$ cat src/rtl/mem_port_arbiter_pkg.sv
// Shared types and constants for the program/data RAM port arbiter.
package mem_port_arbiter_pkg;

    localparam int NREQ_DEF      = 3;
    localparam int ADDR_W_DEF    = 8;
    localparam int DATA_W_DEF    = 16;
    localparam int MEM_DEPTH_DEF = 256;

    localparam int REQ_FETCH = 0;
    localparam int REQ_LOAD  = 1;
    localparam int REQ_WB    = 2;

    typedef logic [1:0] ArbState;
    localparam ArbState AIDLE  = 2'd0;
    localparam ArbState AISSUE = 2'd1;
    localparam ArbState ARESP  = 2'd2;

    function automatic int idx_width(input int n);
        return (n > 1) ? $clog2(n) : 1;
    endfunction

endpackage

$ cat src/rtl/mem_port_arbiter_rr_picker.sv
// Combinational round-robin picker: first set request after `last`, wrapping.
module mem_port_arbiter_rr_picker
    import mem_port_arbiter_pkg::*;
#(
    parameter int NREQ  = NREQ_DEF,
    parameter int IDX_W = idx_width(NREQ)
) (
    input  logic [NREQ-1:0]  req,
    input  logic [IDX_W-1:0] last,
    output logic             found,
    output logic [IDX_W-1:0] win
);

    logic [IDX_W-1:0] cand;

    // NOTE: every output gets a default before the loop so no latch is inferred.
    always_comb begin
        found = 1'b0;
        win   = '0;
        cand  = '0;
        // Walk from farthest to nearest so the nearest requester after `last` wins.
        for (int i = NREQ; i >= 1; i--) begin
            cand = IDX_W'((int'(last) + i) % NREQ);
            if (req[cand]) begin
                found = 1'b1;
                win   = cand;
            end
        end
    end

endmodule

$ cat src/rtl/mem_port_arbiter.sv
// Round-robin arbiter sharing the single-port program/data RAM between
// fetch, operand-load and writeback requesters; single-beat req/ack accesses.
module mem_port_arbiter
    import mem_port_arbiter_pkg::*;
#(
    parameter int NREQ      = NREQ_DEF,
    parameter int ADDR_W    = ADDR_W_DEF,
    parameter int DATA_W    = DATA_W_DEF,
    parameter int MEM_DEPTH = MEM_DEPTH_DEF
) (
    input  logic                   clk,
    input  logic                   rstn,
    input  logic [NREQ-1:0]        req,
    input  logic [NREQ-1:0]        we,
    input  logic [NREQ*ADDR_W-1:0] addr,
    input  logic [NREQ*DATA_W-1:0] wdata,
    output logic [NREQ-1:0]        gnt,
    output logic [NREQ-1:0]        ack,
    output logic [DATA_W-1:0]      rdata,
    output logic                   mem_en,
    output logic                   mem_we,
    output logic [ADDR_W-1:0]      mem_addr,
    output logic [DATA_W-1:0]      mem_wdata,
    input  logic [DATA_W-1:0]      mem_rdata,
    output logic                   busy,
    output logic                   err
);

    localparam int IDX_W = idx_width(NREQ);
    localparam logic [ADDR_W:0] DEPTH_LIM = (ADDR_W + 1)'(MEM_DEPTH);

    ArbState          state, state_nxt;
    logic [IDX_W-1:0] win, last, pick;
    logic             found, err_q, resp_rd;
    logic             issue, resp;
    logic [NREQ-1:0]  win_oh, pick_req;
    logic             sel_we, sel_oor;
    logic [ADDR_W-1:0] sel_addr;
    logic [DATA_W-1:0] sel_wdata;

    assign issue     = (state == AISSUE);
    assign resp      = (state == ARESP);
    assign win_oh    = NREQ'(1) << win;
    assign sel_we    = we[win];
    assign sel_addr  = addr[win*ADDR_W +: ADDR_W];
    assign sel_wdata = wdata[win*DATA_W +: DATA_W];
    assign sel_oor   = {1'b0, sel_addr} >= DEPTH_LIM;

    // The requester being acked may still hold req this cycle; it is not a new request yet.
    assign pick_req = resp ? (req & ~ack) : req;

    mem_port_arbiter_rr_picker #(
        .NREQ  (NREQ),
        .IDX_W (IDX_W)
    ) u_rr_picker (
        .req   (pick_req),
        .last  (last),
        .found (found),
        .win   (pick)
    );

    always_comb begin
        state_nxt = AIDLE;
        case (state)
            AIDLE:   state_nxt = found ? AISSUE : AIDLE;
            AISSUE:  state_nxt = ARESP;
            ARESP:   state_nxt = found ? AISSUE : AIDLE;
            default: state_nxt = AIDLE;
        endcase
    end

    // NOTE: sequential state uses non-blocking assignments so all registers update together.
    always_ff @(posedge clk or negedge rstn) begin
        if (!rstn) begin
            state   <= AIDLE;
            win     <= '0;
            last    <= IDX_W'(NREQ - 1);
            err_q   <= 1'b0;
            resp_rd <= 1'b0;
        end else begin
            state <= state_nxt;
            if (state_nxt == AISSUE) win <= pick;
            if (issue) begin
                last    <= win;
                // Capture the access kind now so late input changes cannot disturb rdata.
                resp_rd <= ~sel_we & ~sel_oor;
                if (sel_oor) err_q <= 1'b1;
            end
        end
    end

    assign gnt       = issue ? win_oh : '0;
    assign ack       = resp ? win_oh : '0;
    assign mem_en    = issue & ~sel_oor;
    assign mem_we    = issue & ~sel_oor & sel_we;
    assign mem_addr  = issue ? sel_addr : '0;
    assign mem_wdata = issue ? sel_wdata : '0;
    assign rdata     = (resp & resp_rd) ? mem_rdata : '0;
    assign busy      = (state != AIDLE);
    assign err       = err_q;

endmodule

$ cat config.mk
export PLATFORM = sky130hd
export DESIGN_NAME = mem_port_arbiter
export DESIGN_NICKNAME = d
export VERILOG_FILES = /design/src/rtl/mem_port_arbiter_pkg.sv /design/src/rtl/mem_port_arbiter_rr_picker.sv /design/src/rtl/mem_port_arbiter.sv
export SDC_FILE = /design/constraint.sdc
export NUM_CORES = 1
export LEC_CHECK = 0
export ABC_AREA = 1
export BUFFER_PORTS_ARGS = -buffer_cell sky130_fd_sc_hd__buf_2
export CAP_MARGIN = 20
export CORE_MARGIN = 1
export CORE_UTILIZATION = 37
export CTS_BUF_LIST = sky130_fd_sc_hd__clkbuf_8
export CTS_CLUSTER_SIZE = 40
export DETAILED_ROUTE_END_ITERATION = 12
export GPL_ROUTABILITY_DRIVEN = 0
export PLACE_DENSITY = 0.95
export SKIP_CTS_REPAIR_TIMING = 1
export SLEW_MARGIN = 25
export SYNTH_ARGS = -nofsm -noshare
export SYNTH_HDL_FRONTEND = slang
export SYNTH_SLANG_ARGS = --single-unit
$ cat constraint.sdc
create_clock -name clk -period 2.8 [get_ports clk]
set_input_delay 0.56 -clock clk [delete_from_list [all_inputs] [get_ports clk]]
set_output_delay 0.56 -clock clk [all_outputs]
set_load 0.01 [all_outputs]
==> impl_metrics.yaml <==
drt:
  drt_wl_total_um: 4640
  wl_met3_um: 378
  vias: 1999
  vias_per_cell: 4.70
  wl_met2_um: 2460
  wl_met1_um: 1740
  drc_errors: 0
  drt_iter0_drc: 32
  top_layer_used: "met4"
  dr.pass1.iters: 4
  antenna_left: 0
  wl_per_cell_um: 10.9
global_routing:
  grt_max_degree: 27
  grt_pass1_wl_um: 6550
  antenna_found_initial: 0
  grt_pass1_vias: 1609
  grt_usage_pct: 24.4
  overflow: 0
yosys:
  ys_ff_latch: 7
  yosys-top-cells-count: "nand2_1, inv_1, nor2_1"
  syn_area_um2: 1250
  yosys.area.top_type_share_pct: 26.4
  synth_cell_types: 27
  synth-edff-count: 0
  avgSynthCellArea_um2: 5.25
  syn-num-nets: 337
  synth_ff_type: "dfrtp_1"
  synthTopCellsByArea: "nand2_1, inv_1, dfrtp_1, a22oi_1, nor2_1"
  synth_cells: 238
  yosysSeqAreaShare_pct: 14.1
  synth-async-reset-ratio_pct: 100
  yosys_warnings: 0
  yosysTopAreaCell: "nand2_1"
  synth_most_common_cell: "nand2_1"
critical_path:
  critPathKind: "flip-flop to output port"
  crit_required_ps: 2240
  end_kind: "output port"
  crit_path_max_fanout: 16
  reg2reg_from: "win[1]$_DFFE_PN0N_"
  arrival_ps: 1850
  startpoint_type: "flip-flop"
  reg2reg_setup_slack_ps: 870
  reg2regPathDepth: 8
  r2r_end: "win[1]$_DFFE_PN0N_"
timing:
  setup_viol: 0
  relSlewSlack_pct: 58.1
  slew_viol_final: 0
  hold_violations: 0
  fin_setup_tns_ps: 0
  min_period_ps: 2410
  rsz0062_at_grt: "false"
  fin_skew_ps: 1.95
  worst_slack_ps: 386
  max_clock_freq_mhz: 414
  worst_slew_pin_slew_ps: 629
  finalCritPeriodShare_pct: 86.2
die:
  initial_core_util_pct: 40.0
  io_pins: 146
  die_x_um: 60.1
  dieArea_um2: 3610
  placementRows: 20
  core_area_um2: 3130
  dieHeight_um: 60.1
clocking:
  cts_sinks: 7
  cts_tree: "done"
  cts_made_buffers: 3
  cts_max_path_buffers: 2
  clkTransAtPathRegs_ps: 40
  htree_levels: 1
  clockRootBuffer: "clkbuf_8"
  worstSkewPairLatency_ps: 230
cells_and_area:
  finish.net_count: 481
  final_util_pct: 65.9
  area_growth_pct: 65.0
  diodes: 0
  seqCellArea_um2: 176
  drive_gt1_share_pct: 44.1
  multiInputGateArea_um2: 836
  fill_cells: 286
placement:
  portBuffers: 144
  post-dp-hpwl_um: 3870
  dp_slack_ps: 652
hold_path:
  holdCritPathClass: "input pin to asynchronous set/reset pin"
status:
  status: "complete, no violations"
power_and_ir_drop:
  ir_drop_mv: 0.363
  cellPowerDensity_nw_per_um2: 799
  power_leakage_nw: 1.48
run:
  cap_viol_max_count: 0
==> through the flow <==
step / power, mW / area (µm²) / hold slack, ps / instances
2_1_floorplan: 1.05 / 1250 / 264 / 238
3_3_place_gp: 1.47 / 2020 / 407 / 421
3_5_place_dp: 1.50 / 2020 / 410 / 421
4_1_cts: 1.65 / 2060 / 163 / 425
5_1_grt: 1.82 / 2060 / 166 / 425
6_report: 1.65 / 2060 / 163 / 425
==> state kept, by name, indices dropped and copies added, names as in the netlist <==
name and count:
win 2, last 2, state 2, resp_rd 1
==> worst max-delay path: stages (launching register included) <==
cell,delay (ps)
dfrtp_1,440
nor2_2,540
buf_4,270
a22oi_1,100
nand2_1,70
nand2_1,40
inv_1,50
buf_2,110
==> kinds of logic (layout without fill, tap and decap cells) <==
kind of cell,after synthesis,after routing,share of synthesized area (%)
AOI/OAI and AO/OA,31,31,18.1
adders and majority gates,3,3,3.00
buffers and inverters,61,204,19.0
DFF,7,7,14.1
other,1,1,0.300
and+or+nand+nor,135,135,45.4
==> cells in the final DEF, fill, tap and decap left out, types with 3 or more instances in the layout <==
master      n
a22o_1      8
a22oi_1    15
buf_2     144
buf_4       5
clkbuf_8    3
dfrtp_1     6
ha_1        3
inv_1      48
inv_2       3
nand2_1    88
nand2_2     4
nand3_1    14
nor2_1     20
nor2_2      4
o21ai_0     5
==> metal layers <==
metal,up-vias,track usage [%]
met1,871,23.8
met3,7,4.33
met2,107,49.6
met5,-,0
met4,0,8.31
li1,1014,-
==> worst max-delay path by stage <==
stage | slack (ps) | startpoint | cells past startpoint | endpoint
4_1_cts | 400 | win[1]$_DFFE_PN0N_ | 7 | mem_addr[6]
6_report | 390 | win[1]$_DFFE_PN0N_ | 7 | mem_addr[6]
5_1_grt | 270 | win[1]$_DFFE_PN0N_ | 7 | mem_wdata[5]
3_5_place_dp | 650 | win[1]$_DFFE_PN0N_ | 7 | mem_addr[6]
2_1_floorplan | 910 | win[0]$_DFFE_PN0N_ | 6 | mem_addr[2]
3_3_place_gp | 670 | state[0]$_DFF_PN0_ | 7 | mem_wdata[3]
==> power by group <==
part,internal (mW),leakage [nW],switching [mW]
logic,0.509,1.37,0.801
clock network,0.0954,0.0269,0.0508
registers,0.148,0.0849,0.0440
total,0.753,1.48,0.896
==> area by class of cell <==
type	instances	share of cell area, %
Clock inverter	1	0.182
Timing Repair Buffer	149	36.8
Inverter	51	9.28
Clock buffer	3	2.00
Sequential cell	7	8.56
Tap cell	44	2.67
Multi-Input combinational cell	170	40.5
Power figures use the tool's default switching activity.
